## src/rtl/branch_resolve.sv

```systemverilog
// Branch resolution: decodes the branch in D, carries it through D->E,
// resolves the real direction in E from forwarded operands, and registers
// the E->M result that the predictor trains on. Also keeps branch and
// mispredict performance counters.
module branch_resolve #(
  parameter int CNT_W = 32
) (
  input  logic             clk,
  input  logic             rst,
  input  logic             stallE,
  input  logic             flushE,
  input  logic             stallM,
  input  logic             flushM,
  input  logic [31:0]      instrD,
  input  logic [31:0]      pcD,
  input  logic [31:0]      immD,
  input  logic             branchD,
  input  logic             branchL_D,
  input  logic             pred_takeD,
  input  logic [31:0]      src_aE,
  input  logic [31:0]      src_bE,
  output logic             mispredE,
  output logic [31:0]      redirect_pcE,
  output logic             nullify_dsE,
  output logic             linkE,
  output logic [31:0]      link_pcE,
  output logic             branchM,
  output logic             actual_takeM,
  output logic [31:0]      pcM,
  output logic [CNT_W-1:0] br_cnt,
  output logic [CNT_W-1:0] mispred_cnt
);

  typedef enum logic [3:0] {
    BT_NONE = 4'd0,
    BT_EQ   = 4'd1,
    BT_NE   = 4'd2,
    BT_LEZ  = 4'd3,
    BT_GTZ  = 4'd4,
    BT_LTZ  = 4'd5,
    BT_GEZ  = 4'd6
  } br_type_e;

  typedef struct packed {
    logic        valid;
    br_type_e    btype;
    logic        likely;
    logic        link;
    logic        pred;
    logic [31:0] pc;
    logic [31:0] target;
  } de_t;

  typedef struct packed {
    logic        branch;
    logic        take;
    logic [31:0] pc;
  } em_t;

  logic [5:0]  op;
  logic [4:0]  rt;
  br_type_e    type_d;
  logic        likely_d;
  logic        link_d;
  logic        valid_d;
  logic [31:0] target_d;
  de_t         de_nxt;
  de_t         de;
  em_t         em;
  logic        cond_e;
  logic        take_e;
  logic        fire_e;

  // Fields not used by the decoder (rs, offset) and the predictor's
  // likely flag, which is re-derived here from the opcode itself.
  logic unused_bits;
  assign unused_bits = ^{instrD[25:21], instrD[15:0], branchL_D};

  assign op = instrD[31:26];
  assign rt = instrD[20:16];

  // Decode: the 0001xx/0101xx opcode families share conditions, op[4]
  // selects likely. REGIMM rt encodes GEZ in rt[0], likely in rt[1],
  // link in rt[4]; rt[3:2] must be zero.
  always_comb begin
    type_d   = BT_NONE;
    likely_d = 1'b0;
    link_d   = 1'b0;
    if (!op[5] && op[3:2] == 2'b01) begin
      likely_d = op[4];
      case (op[1:0])
        2'b00:   type_d = BT_EQ;
        2'b01:   type_d = BT_NE;
        2'b10:   type_d = BT_LEZ;
        default: type_d = BT_GTZ;
      endcase
    end else if (op == 6'b000001 && rt[3:2] == 2'b00) begin
      type_d   = rt[0] ? BT_GEZ : BT_LTZ;
      likely_d = rt[1];
      link_d   = rt[4];
    end
  end

  assign valid_d  = branchD & (type_d != BT_NONE);
  assign target_d = pcD + 32'd4 + (immD << 2);

  assign de_nxt = '{valid:  valid_d,
                    btype:  type_d,
                    likely: likely_d,
                    link:   link_d,
                    pred:   pred_takeD,
                    pc:     pcD,
                    target: target_d};

  // D->E pipeline register; flush wins over stall.
  always_ff @(posedge clk or posedge rst) begin
    if (rst)          de <= '0;
    else if (flushE)  de <= '0;
    else if (!stallE) de <= de_nxt;
  end

  // Resolve the branch condition on the forwarded operands (signed).
  always_comb begin
    cond_e = 1'b0;
    case (de.btype)
      BT_EQ:   cond_e = (src_aE == src_bE);
      BT_NE:   cond_e = (src_aE != src_bE);
      BT_LEZ:  cond_e = src_aE[31] | (src_aE == 32'd0);
      BT_GTZ:  cond_e = ~src_aE[31] & (src_aE != 32'd0);
      BT_LTZ:  cond_e = src_aE[31];
      BT_GEZ:  cond_e = ~src_aE[31];
      default: cond_e = 1'b0;
    endcase
  end

  assign take_e       = de.valid & cond_e;
  assign fire_e       = de.valid & ~stallE;
  assign mispredE     = fire_e & (de.pred ^ take_e);
  assign redirect_pcE = take_e ? de.target : de.pc + 32'd8;
  assign nullify_dsE  = fire_e & de.likely & ~take_e;
  assign linkE        = de.valid & de.link;
  assign link_pcE     = de.pc + 32'd8;

  // E->M register; a stalled E sends a bubble so training happens once.
  always_ff @(posedge clk or posedge rst) begin
    if (rst)         em <= '0;
    else if (flushM) em <= '0;
    else if (!stallM) begin
      if (stallE) em <= '0;
      else        em <= '{branch: de.valid, take: take_e, pc: de.pc};
    end
  end

  assign branchM      = em.branch;
  assign actual_takeM = em.take;
  assign pcM          = em.pc;

  // Performance counters: one count per branch leaving E, wrapping.
  always_ff @(posedge clk or posedge rst) begin
    if (rst) begin
      br_cnt      <= '0;
      mispred_cnt <= '0;
    end else if (fire_e) begin
      br_cnt <= br_cnt + CNT_W'(1);
      if (mispredE) mispred_cnt <= mispred_cnt + CNT_W'(1);
    end
  end

endmodule
```

## config.mk

```make
export PLATFORM = sky130hd
export DESIGN_NAME = branch_resolve
export DESIGN_NICKNAME = d
export VERILOG_FILES = /design/src/rtl/branch_resolve.sv
export SDC_FILE = /design/constraint.sdc
export NUM_CORES = 1
export LEC_CHECK = 0
export CORE_MARGIN = 1.5
export CORE_UTILIZATION = 40
export CTS_CLUSTER_DIAMETER = 150
export DETAILED_ROUTE_END_ITERATION = 12
export PLACE_DENSITY = 0.76
export SLEW_MARGIN = 30
export SYNTH_ARGS = -nofsm -noshare
export SYNTH_HDL_FRONTEND = slang
export SYNTH_SLANG_ARGS = --single-unit
```

## constraint.sdc

```tcl
create_clock -name clk -period 13.35 [get_ports clk]
set_clock_uncertainty 0.1 [all_clocks]
set_input_delay 2.67 -clock clk [delete_from_list [all_inputs] [get_ports clk]]
set_output_delay 2.67 -clock clk [all_outputs]
set_load 0.005 [all_outputs]
```

# --- Word level (Yosys, flattened, before mapping) ---
# Index checks and enable logic that the tools add are counted.
totals:
  elab_cells: 68
  ram_bits: 0
  n_memories: 0
  mem_bits_ro: 0
  input_bits: 169
  latch_bits: 0
  output_inout_bits: 165
  register_bits: 170
op_classes:
  shift: 0
  eq_ne: 14
  muxes: 15
  n_lt_le_gt_ge: 0
  multipliers: 0
  n_addsub: 5
  n_reduce_logical: 9
  n_bitwise: 13
  div: 0
op_table:
  columns: ["cell", "n"]
  rows:
  - ["72-bit two-way mux", 2]
  - ["34-bit two-way mux", 3]
  - ["32-bit by 1-bit adder with 32-bit output (second input constant)", 2]
  - ["32-bit by 3-bit adder with 32-bit output (second input constant)", 1]
  - ["32-bit adder", 1]
  - ["32-bit by 4-bit adder with 32-bit output (second input constant)", 1]
  - ["32-bit == test", 1]
  - ["32-bit zero test", 1]
  - ["32-bit two-way mux", 1]
  - ["32-bit != test", 1]
  - ["32-bit nonzero test", 1]
  - ["4-bit by 3-bit == test with 1-bit output (second input constant)", 3]
  - ["3-bit case mux with 3 select lines", 1]
  - ["1-bit bitwise AND", 8]
  - ["4-bit by 2-bit == test with 1-bit output (second input constant)", 2]
  - ["6-bit by 1-bit == test with 1-bit output (second input constant)", 1]
  - ["1-bit case mux with 6 select lines", 1]
  - ["2-bit by 1-bit == test with 1-bit output (second input constant)", 2]
  - ["4-bit by 1-bit == test with 1-bit output (second input constant)", 1]
  - ["2-bit zero test", 2]
  - ["1-bit two-way mux", 4]
  - ["4-bit two-way mux", 1]
  - ["2-bit by 1-bit != test with 1-bit output (second input constant)", 2]
  - ["4-bit nonzero test", 1]
  - ["9 further kinds", 12]

# --- Depth between registers and ports, before layout ---
# Gate-level depths: netlist of run 1.
depth:
  depth_word: 8
  depth_mapped: 14
  depth_no_buf: 14

# --- Least setup slack after synthesis of run 1 ---
# No wires, ideal clock.
synth_path:
  path_kind: "in2out"
  startpoint: "input src_aE[20]"
  endpoint: "output redirect_pcE[10]"
  path_buffers: 1
  slack_ns: 6.010
  t_required_ns: 10.580
  arrival_time_ns: 4.570
  stages: 8
  cell_sequence: "xor2_1 > nor4_1 > nand4_1 > or4_4 > and2_1 > nand2_2 > buf_4 > mux2_2"
synth_via:
  elab_chain_cells: 5
  word_cells_on_any_way: 9
  classes_between: "eq/ne (2); mux (2); bitwise (3); reduce/logical (2)"
synth_rtl:
  columns: ["item", "line", "rtl"]
  rows:
  - ["from (decl)", "20", "input logic [31:0] src_aE,"]
  - ["32-bit nonzero test or 32-bit zero test (tied branches)", "129, 128", null]
  - ["1-bit bitwise AND or 1-bit bitwise OR (tied branches)", "129, 128", null]
  - ["1-bit case mux with 6 select lines (*)", "125", "case (de.btype)"]
  - ["1-bit bitwise AND (*)", "136", "assign take_e = de.valid & cond_e;"]
  - ["32-bit two-way mux (*)", "139", "assign redirect_pcE = take_e ? de.target : de.pc + 32'd8;"]
  - ["to (decl)", "23", "output logic [31:0] redirect_pcE,"]
# Mark *: on every way between the ends. The rest lies on a longest branch, timed or not.

# --- Final worst setup path of run 1 ---
layout_path:
  startpoint: "input src_aE[15]"
  endpoint: "output redirect_pcE[29]"
# The elaborated chain is that of the path after synthesis.

==> results of run 1 <==
==> worst max path at each step <==
stage	depth (start not counted)	to	slack, ps
floorplan	8	redirect_pcE[10]	6010
global placement	9	redirect_pcE[29]	4200
detailed placement	9	redirect_pcE[29]	4180
CTS	9	redirect_pcE[29]	4170
global route	9	redirect_pcE[29]	4330
finish	9	redirect_pcE[29]	4450
==> worst max-delay path: cells and delay by family <==
family	cells	cell delay [ps]
buffers and inverters	2	1000
XOR/XNOR	1	200
AND/OR/NAND/NOR	5	1850
multiplexers	1	390
==> metal layers <==
layer	global-route usage, %	vias up	routed length (µm)
met5	0	-	0
met1	31.5	4424	13600
met2	37.9	324	14500
li1	-	4296	-
met3	3.58	31	1660
met4	5.09	0	398
==> Yosys cell counts, types with 3 or more instances <==
master / instances / area share (%)
nand4_1: 25 / 1.5
nor2_1: 112 / 4.1
xnor2_1: 75 / 6.4
o31ai_1: 3 / 0.22
o21ai_0: 17 / 0.83
a21oi_1: 52 / 2.5
o2111ai_1: 7 / 0.60
buf_4: 6 / 0.44
or2_2: 3 / 0.18
a31oi_1: 5 / 0.30
buf_1: 4 / 0.15
nand2_1: 51 / 1.9
inv_1: 29 / 1.1
a21o_1: 7 / 0.51
mux2_2: 29 / 3.2
clkbuf_1: 30 / 1.1
o211a_1: 4 / 0.39
mux2i_1: 49 / 4.8
dfrtp_1: 167 / 41
and2_1: 6 / 0.37
and4_1: 8 / 0.68
nand3b_1: 5 / 0.37
nor4_1: 24 / 1.5
a22o_1: 35 / 3.0
a211oi_1: 5 / 0.37
nor2b_1: 9 / 0.55
ha_1: 64 / 7.8
nand3_1: 39 / 1.9
nor3_1: 13 / 0.63
a211o_1: 5 / 0.43
nor4b_1: 4 / 0.34
or3_1: 3 / 0.18
a221o_1: 3 / 0.29
xor2_1: 64 / 5.5
nor3b_1: 3 / 0.22
o21a_1: 9 / 0.66
and3_1: 21 / 1.3
nand2b_1: 4 / 0.24
o211ai_1: 6 / 0.44
==> flip-flops by register name (all words and copies together) (netlist names) <==
register / flops
actual_takeM: 1
br_cnt: 32
branchM: 1
de: 69
mispred_cnt: 32
pcM: 32
==> power groups by stage <==
stage | logic, mW | registers (mW) | clock network (mW)
6_report | 0.262 | 0.547 | 0.505
5_1_grt | 0.289 | 0.549 | 0.541
3_3_place_gp | 0.255 | 0.556 | 0
2_1_floorplan | 0.147 | 0.548 | 0
3_5_place_dp | 0.259 | 0.556 | 0
4_1_cts | 0.261 | 0.547 | 0.515
==> cell type report <==
class / count / area share, %
Clock buffer: 17 / 2.97
Sequential cell: 167 / 29.2
Tap cell: 330 / 2.89
Multi-Input combinational cell: 794 / 40.7
Clock inverter: 15 / 1.24
Timing Repair Buffer: 316 / 22.1
Inverter: 29 / 0.814
==> kinds of logic (layout without fill, tap and decap cells) <==
family / count (synthesis) / count (layout) / synth area share (%)
and+or+nand+nor: 338 / 338 / 16.6
AOI/OAI and AO/OA: 173 / 173 / 12.0
DFF: 167 / 167 / 40.6
xor gates and xnor gates: 139 / 139 / 11.8
muxes: 79 / 79 / 8.05
buffers and inverters: 72 / 377 / 2.88
adders and majority gates: 65 / 65 / 7.98
==> metrics by stage <==
step	cell area [µm²]	power (mW)
global placement	13700	0.810
global route	14300	1.38
detailed placement	13700	0.815
finish	14300	1.31
floorplan	10300	0.695
CTS	14300	1.32
==> impl_metrics.py, run 1 <==
metrics = {
    "run_status": {
        "status": "completed",
    },
    "worst_setup_path": {
        "r2r-end": "br_cnt[29]",
        "cp_common_cell": "clkdlybuf4s50_1",
        "crit_path_end_kind": "output pin",
        "arrival_ps": 6130,
        "cp_data_required_time_ps": 10580,
        "crit_path_start": "src_aE[15]",
        "crit_type": "input pin to output pin",
        "r2r_start": "de[71]",
        "slowest_stage": "or4_4",
        "critPathLaunchType": "input pin",
        "ff2ff_path_depth": 9,
        "slowest_delay_ps": 540,
        "rrSetupSlack_ps": 10290,
        "crit_path_cell_trace": "clkdlybuf4s50_1 -> xor2_1 -> nor4_1 -> nand4_1 -> or4_4 -> and2_1 -> nand2_4 -> mux2_2 -> clkdlybuf4s50_1",
        "cp_max_fo": 34,
    },
    "logic_synthesis": {
        "yosysSeqAreaShare_pct": 40.6,
        "synthFlopType": "dfrtp_1",
        "synth-edff-count": 0,
        "yosysUniqueCellTypes": 63,
        "async_flop_share_pct": 100,
        "ys.warnings.count": 0,
        "syn_inst": 1033,
        "syn_area_um2": 10300,
        "avgSynthCellArea_um2": 9.96,
        "synth_fp_nets": 1267,
        "ys_seq_elements": 167,
    },
    "detailed_routing": {
        "routed-via-count": 9075,
        "drt_first_iter_violations": 612,
        "drc": 0,
        "antenna_left": 0,
        "drtPass1Iterations": 5,
        "routed_via_density": 5.44,
        "avgRoutedWirePerCell_um": 18.1,
        "routed_wl_um": 30200,
    },
    "timing": {
        "drv_slew": 0,
        "whs_ps": 379,
        "fin_crit_sh_pct": 66.6,
        "rsz0062_at_grt": "false",
        "setup_tns_ps": 0,
        "setup_slack_ps": 4450,
        "fmax_mhz": 112,
        "setup_viol": 0,
        "relSlewSlack_pct": 40.4,
        "tightest_slew_ps": 894,
        "layout_min_cycle_time_ps": 8900,
        "hold_violations": 0,
    },
    "final_layout": {
        "post-route-util_pct": 56.8,
        "fin_cells": 1668,
        "drive_gt1_share_pct": 6.65,
        "register_area_um2": 4180,
        "area_delta_synth_final_pct": 39.0,
        "diodes": 0,
        "fillers": 2152,
        "layout_commonest_cell": "clkdlybuf4s50_1",
        "nets": 1559,
        "multiInputGateArea_um2": 5830,
        "most-common-layout-cells": "clkdlybuf4s50_1, dfrtp_1, nor2_1",
    },
    "clock_tree": {
        "post_cts_buffers": 0,
        "cts_hold_buffers": 0,
        "clock-sinks": 167,
        "cts-htree-levels": 4,
        "cts.path.max_buffers": 2,
        "cts_resized": 0,
        "clk_latency_ps": 420,
        "cts_root_buf": "clkbuf_16",
        "cts_tree": "yes",
        "numCtsBuffers": 17,
        "path_clk_slew_ps": 70,
    },
    "power": {
        "p_comb_share_pct": 19.9,
        "seq_power_share_pct": 41.6,
        "internal-power_mw": 0.932,
        "powerDensity_nw_per_um2": 91.9,
        "switching_share_pct": 29.0,
        "peakVddDrop_mv": 0.0778,
        "clkPwrFrac_pct": 38.4,
        "power.switching_mw": 0.382,
        "p_leak_nw": 6.42,
    },
    "placement": {
        "dp.cells": 1635,
        "gp_congestion": 0.895,
        "pre_cts_ws_ps": 4180,
        "dp_hpwl_um": 22700,
        "numPortBuffers": 309,
    },
    "die": {
        "die_area_um2": 26700,
        "coreArea_um2": 25200,
        "start_util_pct": 40.8,
        "die_h_um": 163,
        "fp-row-count": 58,
        "die_w_um": 163,
        "num_io_pins": 334,
    },
    "min_path": {
        "hp-start": "mispred_cnt[31]",
        "whs_endpoint": "mispred_cnt[31]",
        "min_path_type": "flop to flop",
        "whs_path_depth": 1,
    },
    "global_routing": {
        "grt-ovfl-total": 0,
        "grt_max_degree": 98,
        "grt_pass1_vias": 9059,
        "grt_pass1_wl_um": 48500,
        "grt.total_usage_pct": 22.9,
        "antenna_found_initial": 0,
    },
    "run": {
        "drv_cap": 0,
    },
}
No activity file was read; power rests on OpenSTA's default activity.
==> run 2: changes to the inputs <==
PLACE_DENSITY = 0.79   (was 0.76)
clock period = 8.05 ns   (was 13.35 ns; I/O delays follow)
==> run 2 against run 1 <==
Register-to-register slack got worse by 5600 ps. Sequential share of layout area hardly changed. Routed wire length barely moved. Utilization barely moved. Cell area is essentially flat. Non-clock buffer count unchanged.
==> impl_metrics.py, run 2 (synthesis results as in run 1) <==
metrics = {
    "worst_setup_path": {
        "crit_path_cell_trace": "clkdlybuf4s50_1 -> xor2_1 -> nor4_1 -> nand4_1 -> or4_4 -> and2_1 -> nand2_2 -> buf_12 -> mux2_2 -> clkdlybuf4s50_1",
        "ff2ff_path_depth": 8,
        "crit_path_start": "src_aE[15]",
        "r2r_start": "de[71]",
        "slowest_stage": "or4_4",
        "crit_path_end_kind": "output pin",
        "arrival_ps": 4780,
        "crit_type": "input pin to output pin",
        "critPathLaunchType": "input pin",
        "slowest_delay_ps": 540,
        "rrSetupSlack_ps": 4650,
        "r2r-end": "br_cnt[29]",
        "critPathBufInv": 3,
        "cp_max_fo": 34,
        "cp_data_required_time_ps": 6340,
        "cpLargestDelayFamily": "simple AND/OR/NAND/NOR gates",
        "cp_common_cell": "clkdlybuf4s50_1",
    },
    "timing": {
        "setup_tns_ps": 0,
        "layout_min_cycle_time_ps": 6490,
        "whs_ps": 368,
        "relSlewSlack_pct": 40.1,
        "drv_slew": 0,
        "fmax_mhz": 154,
        "fin_crit_sh_pct": 80.6,
        "hold_violations": 0,
        "setup_slack_ps": 1560,
        "rsz0062_at_grt": "false",
        "setup_viol": 0,
        "tightest_slew_ps": 897,
    },
    "final_layout": {
        "post-route-util_pct": 56.8,
        "area_delta_synth_final_pct": 39.1,
        "most-common-layout-cells": "clkdlybuf4s50_1, dfrtp_1, nor2_1",
        "fin_cells": 1668,
        "fillers": 2147,
        "largest_reg_flops": 69,
        "drive_gt1_share_pct": 6.65,
        "layout_commonest_cell": "clkdlybuf4s50_1",
        "nets": 1559,
        "diodes": 0,
        "largest-register": "de",
    },
    "placement": {
        "pre_cts_ws_ps": 1570,
        "dp.cells": 1635,
        "numPortBuffers": 309,
        "gp_congestion": 0.895,
        "dp_hpwl_um": 22700,
    },
    "die": {
        "die_h_um": 163,
        "die_w_um": 163,
        "num_io_pins": 334,
        "coreArea_um2": 25200,
        "start_util_pct": 40.8,
        "fp-row-count": 58,
        "die_area_um2": 26700,
    },
    "detailed_routing": {
        "drt_first_iter_violations": 604,
        "antenna_left": 0,
        "routed-via-count": 9125,
        "routed_via_density": 5.47,
        "avgRoutedWirePerCell_um": 18.1,
        "drtPass1Iterations": 4,
        "drc": 0,
        "routed_wl_um": 30200,
    },
    "clock_tree": {
        "cts_hold_buffers": 0,
        "cts_root_buf": "clkbuf_16",
        "post_cts_buffers": 0,
        "cts-htree-levels": 4,
        "cts_tree": "yes",
        "cts_resized": 0,
        "numCtsBuffers": 17,
        "clk_latency_ps": 420,
        "clock-sinks": 167,
        "cts.path.max_buffers": 2,
        "path_clk_slew_ps": 70,
    },
    "min_path": {
        "min_path_type": "flop to flop",
        "whs_path_depth": 1,
        "whs_endpoint": "mispred_cnt[31]",
        "hp-start": "mispred_cnt[31]",
    },
    "global_routing": {
        "antenna_found_initial": 0,
        "grt_max_degree": 90,
        "grt-ovfl-total": 0,
        "grt_pass1_wl_um": 48800,
        "grt.total_usage_pct": 23.3,
        "grt_pass1_vias": 9172,
    },
    "power": {
        "p_leak_nw": 6.41,
        "peakVddDrop_mv": 0.120,
        "powerDensity_nw_per_um2": 153,
    },
    "run": {
        "drv_cap": 0,
    },
    "run_status": {
        "status": "completed",
    },
}
-- run 2: metrics by stage --
step / total power, mW / instance area (µm²)
global route: 2.29 / 14300
finish: 2.19 / 14300
floorplan: 1.15 / 10300
CTS: 2.21 / 14300
global placement: 1.34 / 13700
detailed placement: 1.35 / 13700
-- run 2: layout make-up --
| type | instances | area [µm²] | area share (%) |
|---|---|---|---|
| Clock buffer | 17 | 425 | 2.97 |
| Clock inverter | 15 | 174 | 1.22 |
| Inverter | 29 | 114 | 0.796 |
| Multi-Input combinational cell | 794 | 5820 | 40.7 |
| Sequential cell | 167 | 4180 | 29.2 |
| Tap cell | 330 | 413 | 2.89 |
| Timing Repair Buffer | 316 | 3170 | 22.2 |
-- run 2: per-layer routing --
| layer | up-vias | part of all wire [%] | track usage, % |
|---|---|---|---|
| met5 | - | 0 | 0 |
| met4 | 0 | 1.9 | 6.59 |
| met3 | 44 | 5.4 | 3.73 |
| met2 | 293 | 48 | 38.4 |
| met1 | 4479 | 45 | 31.4 |
| li1 | 4309 | - | - |
-- run 2: power by group --
group          total (mW)  switching (mW)  internal (mW)
clock               0.844           0.398          0.447
sequential          0.907          0.0353          0.872
combinational       0.436           0.208          0.228
total                2.19           0.641           1.55
-- run 2: how the worst max path moves through the flow --
stage,depth (start not counted),endpoint,slack [ps]
finish,10,redirect_pcE[31],1560
detailed placement,10,redirect_pcE[31],1570
CTS,10,redirect_pcE[29],1560
global placement,10,redirect_pcE[29],1530
global route,10,redirect_pcE[30],1420
floorplan,1,actual_takeM,1820
